**src/rtl/s344_mult_sched_pkg.sv**
```systemverilog
// Shared types and constants for the s344 multiplier scheduler.
package s344_sched_pkg;

    // Scheduler FSM states.
    typedef enum logic [2:0] {
        IDLE = 3'd0,
        ARB  = 3'd1,
        LOAD = 3'd2,
        RUN  = 3'd3,
        DONE = 3'd4
    } state_e;

    // Counter value at which the core reports a finished product.
    localparam logic [2:0] CT_READY = 3'b101;

    localparam int OPW  = 4;    // operand width
    localparam int PW   = 8;    // product width
    localparam int IDW  = 3;    // requester index width (up to 8 requesters)
    localparam int CTW  = 3;    // core step counter width
    localparam int NXTW = 15;   // total core state width

    // Field offsets inside the packed core state {CT, ACVQN, MRVQN, AX}.
    localparam int CT_LSB    = 12;
    localparam int ACVQN_LSB = 8;
    localparam int MRVQN_LSB = 4;
    localparam int AX_LSB    = 0;

endpackage

```
**src/rtl/s344_mult_sched_state_bank.sv**
```systemverilog
// Enabled flop bank holding the s344 core state {CT, ACVQN, MRVQN, AX}.
module s344_state_bank #(
    parameter int W = 15
) (
    input  logic         ck,
    input  logic         rst,
    input  logic         en,
    input  logic [W-1:0] d,
    output logic [W-1:0] q
);

    logic [W-1:0] q_reg;

    // Load the core next-state word only when the scheduler lets the core step.
    always_ff @(posedge ck) begin
        if (rst) begin
            q_reg <= '0;
        end else if (en) begin
            q_reg <= d;
        end
    end

    assign q = q_reg;

endmodule

```
**src/rtl/s344_mult_sched.sv**
```systemverilog
// Round-robin sequencer sharing one combinational s344 multiplier core among N requesters.
module s344_mult_sched
    import s344_sched_pkg::*;
#(
    parameter int N       = 4,
    parameter int TIMEOUT = 15
) (
    input  logic             ck,
    input  logic             rst,
    input  logic [N-1:0]     req,
    input  logic [OPW*N-1:0] req_a,
    input  logic [OPW*N-1:0] req_b,
    output logic [N-1:0]     gnt,
    output logic             rsp_valid,
    input  logic             rsp_ready,
    output logic [IDW-1:0]   rsp_id,
    output logic [PW-1:0]    rsp_p,
    output logic             rsp_err,
    output logic             busy,
    output logic             c_start,
    output logic [OPW-1:0]   c_a,
    output logic [OPW-1:0]   c_b,
    output logic [CTW-1:0]   c_ct,
    output logic [3:0]       c_acvqn,
    output logic [3:0]       c_mrvqn,
    output logic [3:0]       c_ax,
    input  logic [NXTW-1:0]  c_nxt,
    input  logic             c_ready,
    input  logic [PW-1:0]    c_p
);

    localparam int TW = $clog2(TIMEOUT + 1);

    state_e          state_reg, state_next;
    logic [IDW-1:0]  ptr_reg;
    logic [IDW-1:0]  id_reg;
    logic [TW-1:0]   cnt_reg;
    logic [OPW-1:0]  a_reg, b_reg;
    logic [PW-1:0]   p_reg;
    logic            err_reg;

    logic            pick_valid;
    logic [IDW-1:0]  pick_id;
    logic [3:0]      idx_w;
    logic [7:0]      req_pad;
    logic [OPW-1:0]  a_sl [8];
    logic [OPW-1:0]  b_sl [8];
    logic            timeout_hit;
    logic            bank_en;
    logic [NXTW-1:0] bank_q;

    // Pad requests and operand slices to 8 lanes so a 3-bit index always fits.
    generate
        for (genvar gi = 0; gi < 8; gi++) begin : g_lane
            if (gi < N) begin : g_used
                assign req_pad[gi] = req[gi];
                assign a_sl[gi]    = req_a[gi*OPW +: OPW];
                assign b_sl[gi]    = req_b[gi*OPW +: OPW];
            end else begin : g_unused
                assign req_pad[gi] = 1'b0;
                assign a_sl[gi]    = '0;
                assign b_sl[gi]    = '0;
            end
        end
    endgenerate

    // Round-robin pick: scan from farthest to nearest so the first set request at/after ptr wins.
    always_comb begin
        pick_valid = 1'b0;
        pick_id    = '0;
        idx_w      = '0;
        for (int k = N - 1; k >= 0; k--) begin
            idx_w = {1'b0, ptr_reg} + 4'(k);
            if (idx_w >= 4'(N)) begin
                idx_w = idx_w - 4'(N);
            end
            if (req_pad[idx_w[2:0]]) begin
                pick_valid = 1'b1;
                pick_id    = idx_w[2:0];
            end
        end
    end

    assign timeout_hit = (cnt_reg == TW'(TIMEOUT - 1));

    // Next-state logic; core READY takes priority over the timeout.
    always_comb begin
        state_next = state_reg;
        case (state_reg)
            IDLE: if (|req) state_next = ARB;
            ARB:  state_next = pick_valid ? LOAD : IDLE;
            LOAD: state_next = RUN;
            RUN:  if (c_ready || timeout_hit) state_next = DONE;
            DONE: if (rsp_ready) state_next = IDLE;
            default: state_next = IDLE;
        endcase
    end

    // State register plus operand, pointer, timeout and response registers.
    always_ff @(posedge ck) begin
        if (rst) begin
            state_reg <= IDLE;
            ptr_reg   <= '0;
            id_reg    <= '0;
            cnt_reg   <= '0;
            a_reg     <= '0;
            b_reg     <= '0;
            p_reg     <= '0;
            err_reg   <= 1'b0;
        end else begin
            state_reg <= state_next;
            case (state_reg)
                ARB: begin
                    if (pick_valid) begin
                        a_reg   <= a_sl[pick_id];
                        b_reg   <= b_sl[pick_id];
                        id_reg  <= pick_id;
                        ptr_reg <= (pick_id == IDW'(N - 1)) ? '0 : pick_id + 3'd1;
                        cnt_reg <= '0;
                    end
                end
                RUN: begin
                    cnt_reg <= cnt_reg + 1'b1;
                    if (c_ready) begin
                        p_reg   <= c_p;
                        err_reg <= 1'b0;
                    end else if (timeout_hit) begin
                        p_reg   <= '0;
                        err_reg <= 1'b1;
                    end
                end
                DONE: begin
                    if (rsp_ready) begin
                        err_reg <= 1'b0;
                    end
                end
                default: ;
            endcase
        end
    end

    // One-hot grant pulse in ARB, suppressed while reset is asserted.
    generate
        for (genvar gi = 0; gi < N; gi++) begin : g_gnt
            assign gnt[gi] = (state_reg == ARB) && pick_valid && !rst && (pick_id == IDW'(gi));
        end
    endgenerate

    // Core flops step in LOAD and RUN, but freeze on the edge where READY is seen.
    assign bank_en = (state_reg == LOAD) || ((state_reg == RUN) && !c_ready);

    s344_state_bank #(.W(NXTW)) u_bank (
        .ck  (ck),
        .rst (rst),
        .en  (bank_en),
        .d   (c_nxt),
        .q   (bank_q)
    );

    assign c_ct      = bank_q[CT_LSB +: CTW];
    assign c_acvqn   = bank_q[ACVQN_LSB +: 4];
    assign c_mrvqn   = bank_q[MRVQN_LSB +: 4];
    assign c_ax      = bank_q[AX_LSB +: 4];
    assign c_a       = a_reg;
    assign c_b       = b_reg;
    assign c_start   = (state_reg == LOAD) && !rst;
    assign busy      = (state_reg != IDLE) && !rst;
    assign rsp_valid = (state_reg == DONE) && !rst;
    assign rsp_id    = id_reg;
    assign rsp_p     = p_reg;
    assign rsp_err   = err_reg;

endmodule

```
**config.mk**
```make
export PLATFORM = sky130hd
export DESIGN_NAME = s344_mult_sched
export DESIGN_NICKNAME = d
export VERILOG_FILES = /design/src/rtl/s344_mult_sched_pkg.sv /design/src/rtl/s344_mult_sched_state_bank.sv /design/src/rtl/s344_mult_sched.sv
export SDC_FILE = /design/constraint.sdc
export NUM_CORES = 1
export LEC_CHECK = 0
export CORE_AREA = 2 2 63 109
export CTS_CLUSTER_DIAMETER = 60
export DETAILED_ROUTE_END_ITERATION = 8
export DIE_AREA = 0 0 65 111
export MAX_ROUTING_LAYER = met4
export PLACE_DENSITY_LB_ADDON = 0.1
export RECOVER_POWER = 25
export REMOVE_ABC_BUFFERS = 1
export SYNTH_ARGS = -nofsm -noshare
export SYNTH_HDL_FRONTEND = slang
export SYNTH_HIERARCHICAL = 1
export SYNTH_SLANG_ARGS = --single-unit
```
**constraint.sdc**
```tcl
create_clock -name ck -period 3.33 [get_ports ck]
set_input_delay 0.4995 -clock ck [delete_from_list [all_inputs] [get_ports ck]]
set_output_delay 0.4995 -clock ck [all_outputs]
set_load 0.005 [all_outputs]
```
# [After elaboration in Yosys (flattened, before gate mapping)]
# Cells that the tools add are included.
[word_totals] input_bits=63 reg_bits=45 output_inout_bits=42
[classes] eq_ne=13 add_sub_neg=9 n_mux=40 n_reduce_logical=26 magnitude_cmp=9 n_bitwise=1
[ops] operator="3-bit two-way mux" n=12
[ops] operator="4-bit binary-select mux with 3-bit select" n=2
[ops] operator="4-bit two-way mux" n=5
[ops] operator="3-bit by 4-bit less-than comparator with 1-bit output, second input constant" n=4
[ops] operator="8-bit two-way mux" n=2
[ops] operator="3-bit case mux with 5 select lines" n=1
[ops] operator="1-bit binary-select mux with 3-bit select" n=4
[ops] operator="3-bit by 2-bit equality test with 1-bit output, second input constant" n=4
[ops] operator="4-bit by 3-bit greater-or-equal comparator with 1-bit output, second input constant" n=3
[ops] operator="3-bit subtractor, second input constant" n=4
[ops] operator="1-bit two-way mux" n=11
[ops] operator="1-bit logical AND" n=10
[ops] operator="3-bit by 2-bit adder with 4-bit output, second input constant" n=2
[ops] operator="2-bit inequality test, second input constant" n=4
[ops] operator="4-bit case mux with 2 select lines" n=1
[ops] operator="3-bit by 1-bit equality test with 1-bit output, second input constant" n=2
[ops] operator="3-bit logical NOT" n=2
[ops] operator="2-bit AND reduction" n=3
[ops] operator="3-bit AND reduction" n=2
[ops] operator="2-bit nonzero test" n=3
[ops] operator="3-bit by 1-bit adder with 4-bit output, second input constant" n=1
[ops] operator="4-bit by 1-bit adder with 4-bit output, second input constant" n=1
[ops] operator="4-bit equality test, second input constant" n=1
[ops] operator="4-bit greater-or-equal comparator, second input constant" n=1
[ops] operator="other kinds (11)" n=13

# [Depth between registers and ports, before layout]
# Gate-level depths: netlist (run 1).
[depth] ltp_word=13 mapped_depth=12

# [Hierarchy]
# The synthesis (run 1) kept the hierarchy.
[modules_own_cells] mod="s344_mult_sched" cells_each=211 n_inst=1 area_each_um2=1910.6
[modules_own_cells] mod="s344_state_bank" cells_each=48 n_inst=1 area_each_um2=541.8

# [Worst setup path after synthesis (run 1)]
# No wires, ideal clock.
[synth_timing] path_type="flip-flop to output port" startpoint="register ptr_reg[0]" endpoint="output gnt[3]" path_buffers=4 path_slack_ps=504 arrival_time_ps=2327 path_stages_with_launch=12 path_cell_list="dfxtp_1 buf_6 buf_6 inv_1 ha_1 buf_2 mux4_2 o21ai_2 or3_4 a211oi_4 buf_6 and3_1"
[synth_between] elab_chain_cells=12
[synth_lines] element="from (decl)" line_no="s344_mult_sched.sv:35" rtl="logic [IDW-1:0] ptr_reg;"
[synth_lines] element="from (signal assigned)" line_no="s344_mult_sched.sv:118" rtl="ptr_reg <= (pick_id == IDW'(N - 1)) ? '0 : pick_id + 3'd1;"
[synth_lines] element="parallel branches: the longest is 11 deep, another holds 3-bit by 2-bit adder with 4-bit output"
[synth_lines] element="1-bit logical AND (*)" line_no="s344_mult_sched.sv:145" rtl="assign gnt[gi] = (state_reg == ARB) && pick_valid && !rst && (pick_id == IDW'(gi));"
[synth_lines] element="to (decl)" line_no="s344_mult_sched.sv:13" rtl="output logic [N-1:0] gnt,"
# Every way passes the cells marked *. The select of a mux whose other input is x is not followed.

# [Worst setup path after layout (run 1)]
[layout_timing] startpoint="input req[1]" endpoint="output gnt[3]"
[layout_between] elab_chain_cells=9
[layout_lines] element="from (decl)" line_no="s344_mult_sched.sv:10" rtl="input logic [N-1:0] req,"
[layout_lines] element="parallel branches: the longest is 8 deep, another holds 1-bit binary-select mux with 3-bit select"
[layout_lines] element="1-bit logical AND (*)" line_no="s344_mult_sched.sv:145"
# Marks and branches as above.

==> reports/results.tsv, run 1 <==
stage	metric	value	unit
setup_path	Slowest cell on crit path	clkdlybuf4s50_1	
placed_design	dpl hpwl	4.60	mm
pwr	Power, Total	1.76	mW
die	Total Die Area	7220	sq um
global_route	initial antenna violation count	0	
placed_design	IO Port Bufs	104	
pwr	Lkg Pwr	1.41	nW
setup_path	CP peak stage delay	0.58	ns
logic_synthesis	syn avg cell area	9.47	sq um
detailed_routing	initial DRC count	85	
setup_path	CP Capture Type	primary output	
timing	post-route clock period utilization	0.977	
cts	htree depth	2	
global_route	vias in the first global route	2142	
detailed_routing	DRC	0	
die	Initial Util	0.384	
setup_path	Worst EP arrival	2.75	ns
timing	fin crit period	3.25	ns
setup_path	CP Max Fanout	7	
setup_path	Critical Path RT	2.83	ns
cts	CTS root buf	clkbuf_16	
timing	RSZ-0062 raised after global routing	false	
cts	hold_buf cts	0	
final_layout	most common cell after layout, fill and taps aside	clkdlybuf4s50_1	
hold_path	min-delay worst type	flip-flop to flip-flop	
logic_synthesis	Post-synth EDFFs	0	
die	die height	111	microns
final_layout	max reg flops	15	
global_route	GRT overflow	0	
timing	Clock Skew	0.00463	ns
logic_synthesis	synthesized instance count	259	
cts	Setup Fix Bufs, Post-CTS	0	
final_layout	fill cell count	590	
logic_synthesis	sequential fraction of the synthesis area	0.367	
timing	Final Max Slew Viols	0	
cts	CTS tree	done	
logic_synthesis	Syn Std Cell Area	2450	sq um
setup_path	CP Cell Sequence	clkdlybuf4s50_1 -> mux4_2 -> o21ai_2 -> or3_4 -> a211oi_4 -> and3_1 -> clkdlybuf4s50_1	
setup_path	critical path's most frequent cell	clkdlybuf4s50_1	
timing	Hold Fails Final Rpt	0	
global_route	overall routing resource usage	0.181	
final_layout	Final nets	429	
cts	clock-pin transition on the worst setup and hold timing paths	0.06	ns
logic_synthesis	Unique masters post-synth	43	
pwr	Max IR drop VDD	301	uV
logic_synthesis	Synth Register Bits	45	
global_route	largest net degree at the start of global routing	29	
pwr	PD cells	475	nW/um^2
detailed_routing	antenna-violating nets left	0	
global_route	first-pass GRT wire length	10.1	mm
final_layout	ANT cells	0	
detailed_routing	total wire length	6.25	mm
detailed_routing	Vias	2215	
die	# rows	39	
outcome	status	complete, no violations	
die	Die X	65	microns
die	Core ar.	6390	sq um
logic_synthesis	Ys Warns	6	
detailed_routing	routed length per placed instance	14.0	microns
cts	# clock sinks	45	
cts	Inserted Clock Buffers	5	
timing	Slew headroom	0.287	
logic_synthesis	Top FF cell, synth	dfxtp_1	
detailed_routing	drt pass-1 iters	4	
timing	TNS Setup	0	ns
cts	clock tree buffer depth	2	
timing	fmax	308	MHz
setup_path	Worst setup SP type	primary input	
die	IO Pins	105	
logic_synthesis	async set-reset flop share out of synthesis	0	
cts	clock insertion delay at the later pin of the skew report	0.28	ns
final_layout	most frequent cells in the layout	96 x clkdlybuf4s50_1, 45 x nor2_1, 45 x dfxtp_1	
placed_design	Placer Congestion	0.760	
timing	Final setup viols	0	
setup_path	CP Class	primary input to primary output	
timing	Tightest Pin Transition	1.07	ns
final_layout	fraction of layout cells with a size suffix above 1	0.143	
flow_run	max cap viols	0	
final_layout	Syn-to-layout area delta	50.8	%
detailed_routing	vias per inst	4.98	
worst max-delay path: cells and delay by family:
family / cells / cell delay (ns)
compound gates: 2 / 0.36
buf+inv: 2 / 1.07
mux: 1 / 0.29
simple gates: 2 / 0.53
final cells by class:
type	instances	area, sq um	area share
Clock buffer	5	125	0.0338
Multi-Input combinational cell	190	1410	0.381
Tap cell	82	103	0.0277
Timing Repair Buffer	117	1130	0.306
Inverter	3	11.3	0.00304
Sequential cell	45	901	0.244
Clock inverter	3	17.5	0.00474
layer usage:
| metal | wire [microns] | track usage | part of all wire |
|---|---|---|---|
| met1 | 2440 | 0.190 | 0.39 |
| met2 | 3470 | 0.337 | 0.56 |
| met3 | 263 | 0.0254 | 0.042 |
| met4 | 74 | 0.0553 | 0.012 |
| met5 | 0 | - | 0 |
per-stage QoR:
step	worst slack (ns)	instances	hold WS, ns	instance area, sq um	util
finish	0.0780	445	0.478	3700	0.579
global route	0.00987	445	0.504	3700	0.579
CTS	0.0501	445	0.483	3690	0.577
detailed placement	0.0611	437	0.473	3540	0.554
global placement	0.0719	437	0.464	3540	0.554
floorplan	0.284	238	0.468	2300	-
worst paths after layout:
kind                                  from  endpoint  slack [ns]  cells after the start
worst min register to register      c_b[1]    c_b[1]        0.48                      2
worst min-delay path                c_b[1]    c_b[1]        0.48                      2
worst max-delay path                req[1]    gnt[3]        0.08                      7
worst max register to register  ptr_reg[1]    c_b[0]        0.79                      9
cell families after synthesis:
logic type,Yosys count,synth area share
simple gates,96,0.201
flops,45,0.367
compound gates,42,0.129
buf+inv,24,0.0653
fa+ha+maj,4,0.0204
mux,48,0.217
repair_timing:
item / 4_1_cts / 5_1_grt
setup endpoints to repair: 0 / 4
gates resized for setup: 0 / 8
hold endpoints to repair: 0 / 0
synthesized netlist by cell type (all sizes together), types with 3 or more instances:
master	count	share of area
nand3b	8	0.024
a21oi	12	0.024
a21boi	3	0.0092
a22oi	8	0.024
o21ai	10	0.028
dfxtp	45	0.37
nand2	11	0.017
mux2i	36	0.15
nand3	4	0.0082
ha	4	0.020
mux2	10	0.052
nand2b	4	0.010
inv	3	0.0046
clkbuf	9	0.014
nor2b	3	0.0077
nor3	7	0.014
nor2	45	0.069
buf	12	0.047
where the power goes:
group,switching (mW),leakage [nW],internal [mW]
logic,0.291,0.977,0.380
registers,0.0277,0.366,0.584
clock network,0.198,0.0696,0.275
No activity file was read; power rests on OpenSTA's default activity.
==> run 2, diff against run 1 <==
--- a/config.mk
+++ b/config.mk
@@ -5,10 +5,10 @@
 export SDC_FILE = /design/constraint.sdc
 export NUM_CORES = 1
 export LEC_CHECK = 0
-export CORE_AREA = 2 2 63 109
+export CORE_AREA = 2 2 67 101
 export CTS_CLUSTER_DIAMETER = 60
 export DETAILED_ROUTE_END_ITERATION = 8
-export DIE_AREA = 0 0 65 111
+export DIE_AREA = 0 0 69 103
 export MAX_ROUTING_LAYER = met4
 export PLACE_DENSITY_LB_ADDON = 0.1
 export RECOVER_POWER = 25
==> run 2 against run 1 <==
  * Sequential share of layout area shrank 0.19 points
  * Maximum frequency grew 1.0%
  * Highest routed layer unchanged
  * Sequential cell count is the same
  * Setup slack gained 0.032 ns
  * Register-to-register slack is essentially flat
  * Utilization grew 1.3 points
  * First-iteration DRC count shrank 18%
  * Cell area grew 0.91%
  * Sequential power is essentially flat
==> reports/results.tsv, run 2 (synthesis results as in run 1) <==
stage	metric	value	unit
outcome	status	complete, no violations	
hold_path	min-delay worst type	flip-flop to flip-flop	
cts	clock-pin transition on the worst setup and hold timing paths	0.08	ns
global_route	overall routing resource usage	0.168	
cts	clock insertion delay at the later pin of the skew report	0.30	ns
cts	CTS tree	done	
flow_run	max cap viols	0	
timing	Tightest Pin Transition	1.08	ns
final_layout	most frequent cells in the layout	94 x clkdlybuf4s50_1, 45 x nor2_1, 44 x dfxtp_1	
timing	post-route clock period utilization	0.967	
setup_path	CP Max Fanout	7	
final_layout	ANT cells	0	
detailed_routing	DR WL met3	340	microns
global_route	GRT overflow	0	
pwr	Lkg Pwr	1.46	nW
die	Core ar.	6310	sq um
timing	Clock Skew	0.00783	ns
setup_path	CP Class	flip-flop to primary output	
cts	clock tree buffer depth	2	
final_layout	fin cells	446	
timing	fmax	311	MHz
timing	PnR worst setup slack	0.110	ns
final_layout	Syn-to-layout area delta	52.2	%
timing	Hold Fails Final Rpt	0	
timing	Final Max Slew Viols	0	
placed_design	pre-CTS WS	0.0178	ns
pwr	Sw Ratio	0.295	
setup_path	Worst setup SP type	flip-flop	
detailed_routing	drt pass-1 iters	4	
die	Initial Util	0.389	
detailed_routing	met2 WL	3.24	mm
timing	Slew headroom	0.283	
global_route	initial antenna violation count	0	
pwr	Clk pwr share	0.238	
detailed_routing	total wire length	6.06	mm
final_layout	post-layout instance area	3730	sq um
detailed_routing	initial DRC count	70	
detailed_routing	DRC	0	
die	Die X	69	microns
detailed_routing	antenna-violating nets left	0	
final_layout	Final nets	436	
global_route	vias in the first global route	1968	
timing	TNS Setup	0	ns
placed_design	Placer Congestion	0.819	
detailed_routing	routed length per placed instance	13.6	microns
pwr	Psw	0.511	mW
placed_design	dpl hpwl	4.52	mm
pwr	Logic pwr share	0.409	
setup_path	Worst EP arrival	2.72	ns
die	die height	103	microns
cts	hold_buf cts	0	
global_route	first-pass GRT wire length	9.48	mm
cts	CTS root buf	clkbuf_8	
placed_design	placed cells	434	
die	IO Pins	105	
pwr	PD cells	464	nW/um^2
detailed_routing	vias per inst	4.92	
global_route	largest net degree at the start of global routing	33	
pwr	Pint	1.22	mW
pwr	power share of the sequential group	0.352	
setup_path	Critical Path RT	2.83	ns
timing	Final setup viols	0	
timing	fin crit period	3.22	ns
detailed_routing	Vias	2196	
pwr	Max IR drop VDD	264	uV
final_layout	fraction of layout cells with a size suffix above 1	0.159	
timing	RSZ-0062 raised after global routing	false	
detailed_routing	uppermost layer routed	met4	
die	Total Die Area	7110	sq um
placed_design	Post-DP Area	3560	sq um
placed_design	IO Port Bufs	104	
detailed_routing	met1 WL	2.43	mm
cts	# clock sinks	45	
final_layout	max reg flops	15	
final_layout	most common cell after layout, fill and taps aside	clkdlybuf4s50_1	
cts	htree depth	2	
die	# rows	36	
cts	Inserted Clock Buffers	5	
setup_path	CP Capture Type	primary output	
run 2: path summary, 6_finish.rpt:
path | startpoint | end | slack [ns] | cells past startpoint
min reg2reg | c_b[0] | c_b[0] | 0.48 | 2
max reg2reg | ptr_reg[1] | c_b[1] | 0.79 | 10
max | ptr_reg[1] | gnt[3] | 0.11 | 8
min | c_b[0] | c_b[0] | 0.48 | 2
run 2: cell type report:
cell class              instances  area [sq um]
inverters                       3          11.3
clock buffers                   6          72.6
flip-flops and latches         45           902
multi-input cells             190          1420
fillers                       596          2570
well taps                      76          95.1
repair buffers                124          1190
clock inverters                 2          38.8
run 2: power groups by stage:
stage | clock [mW] | combinational (mW) | sequential [mW]
final | 0.413 | 0.709 | 0.610
after global routing | 0.449 | 0.774 | 0.618
after CTS | 0.432 | 0.699 | 0.611
after detailed placement | 0 | 0.674 | 0.623
after global placement | 0 | 0.674 | 0.621
after floorplan | 0 | 0.376 | 0.634
run 2: routing by layer:
metal,vias up,track usage
met2,51,0.301
met1,1015,0.187
li1,1126,-
met5,-,-
met4,0,0.0392
met3,4,0.0459
run 2: timing repair:
action,in CTS,in global routing
pin swaps,1,5
gates cloned,0,0
endpoints found under the setup margin,2,4
resized for setup,2,11
buffers inserted,2,2
run 2: per-stage QoR:
step,hold slack [ns],utilization,power [mW]
floorplan,0.468,-,1.01
global placement,0.464,0.564,1.30
detailed placement,0.471,0.564,1.30
CTS,0.485,0.586,1.74
global route,0.504,0.592,1.84
finish,0.479,0.592,1.73
run 2: critical path, stage by stage, from the launching register on:
cell and delay, ns:
dfxtp_2 0.33, inv_1 0.07, ha_4 0.32, mux4_2 0.20, o21ai_2 0.09, or3_4 0.34, a211oi_4 0.33, and3_4 0.24
clkdlybuf4s50_1 0.50
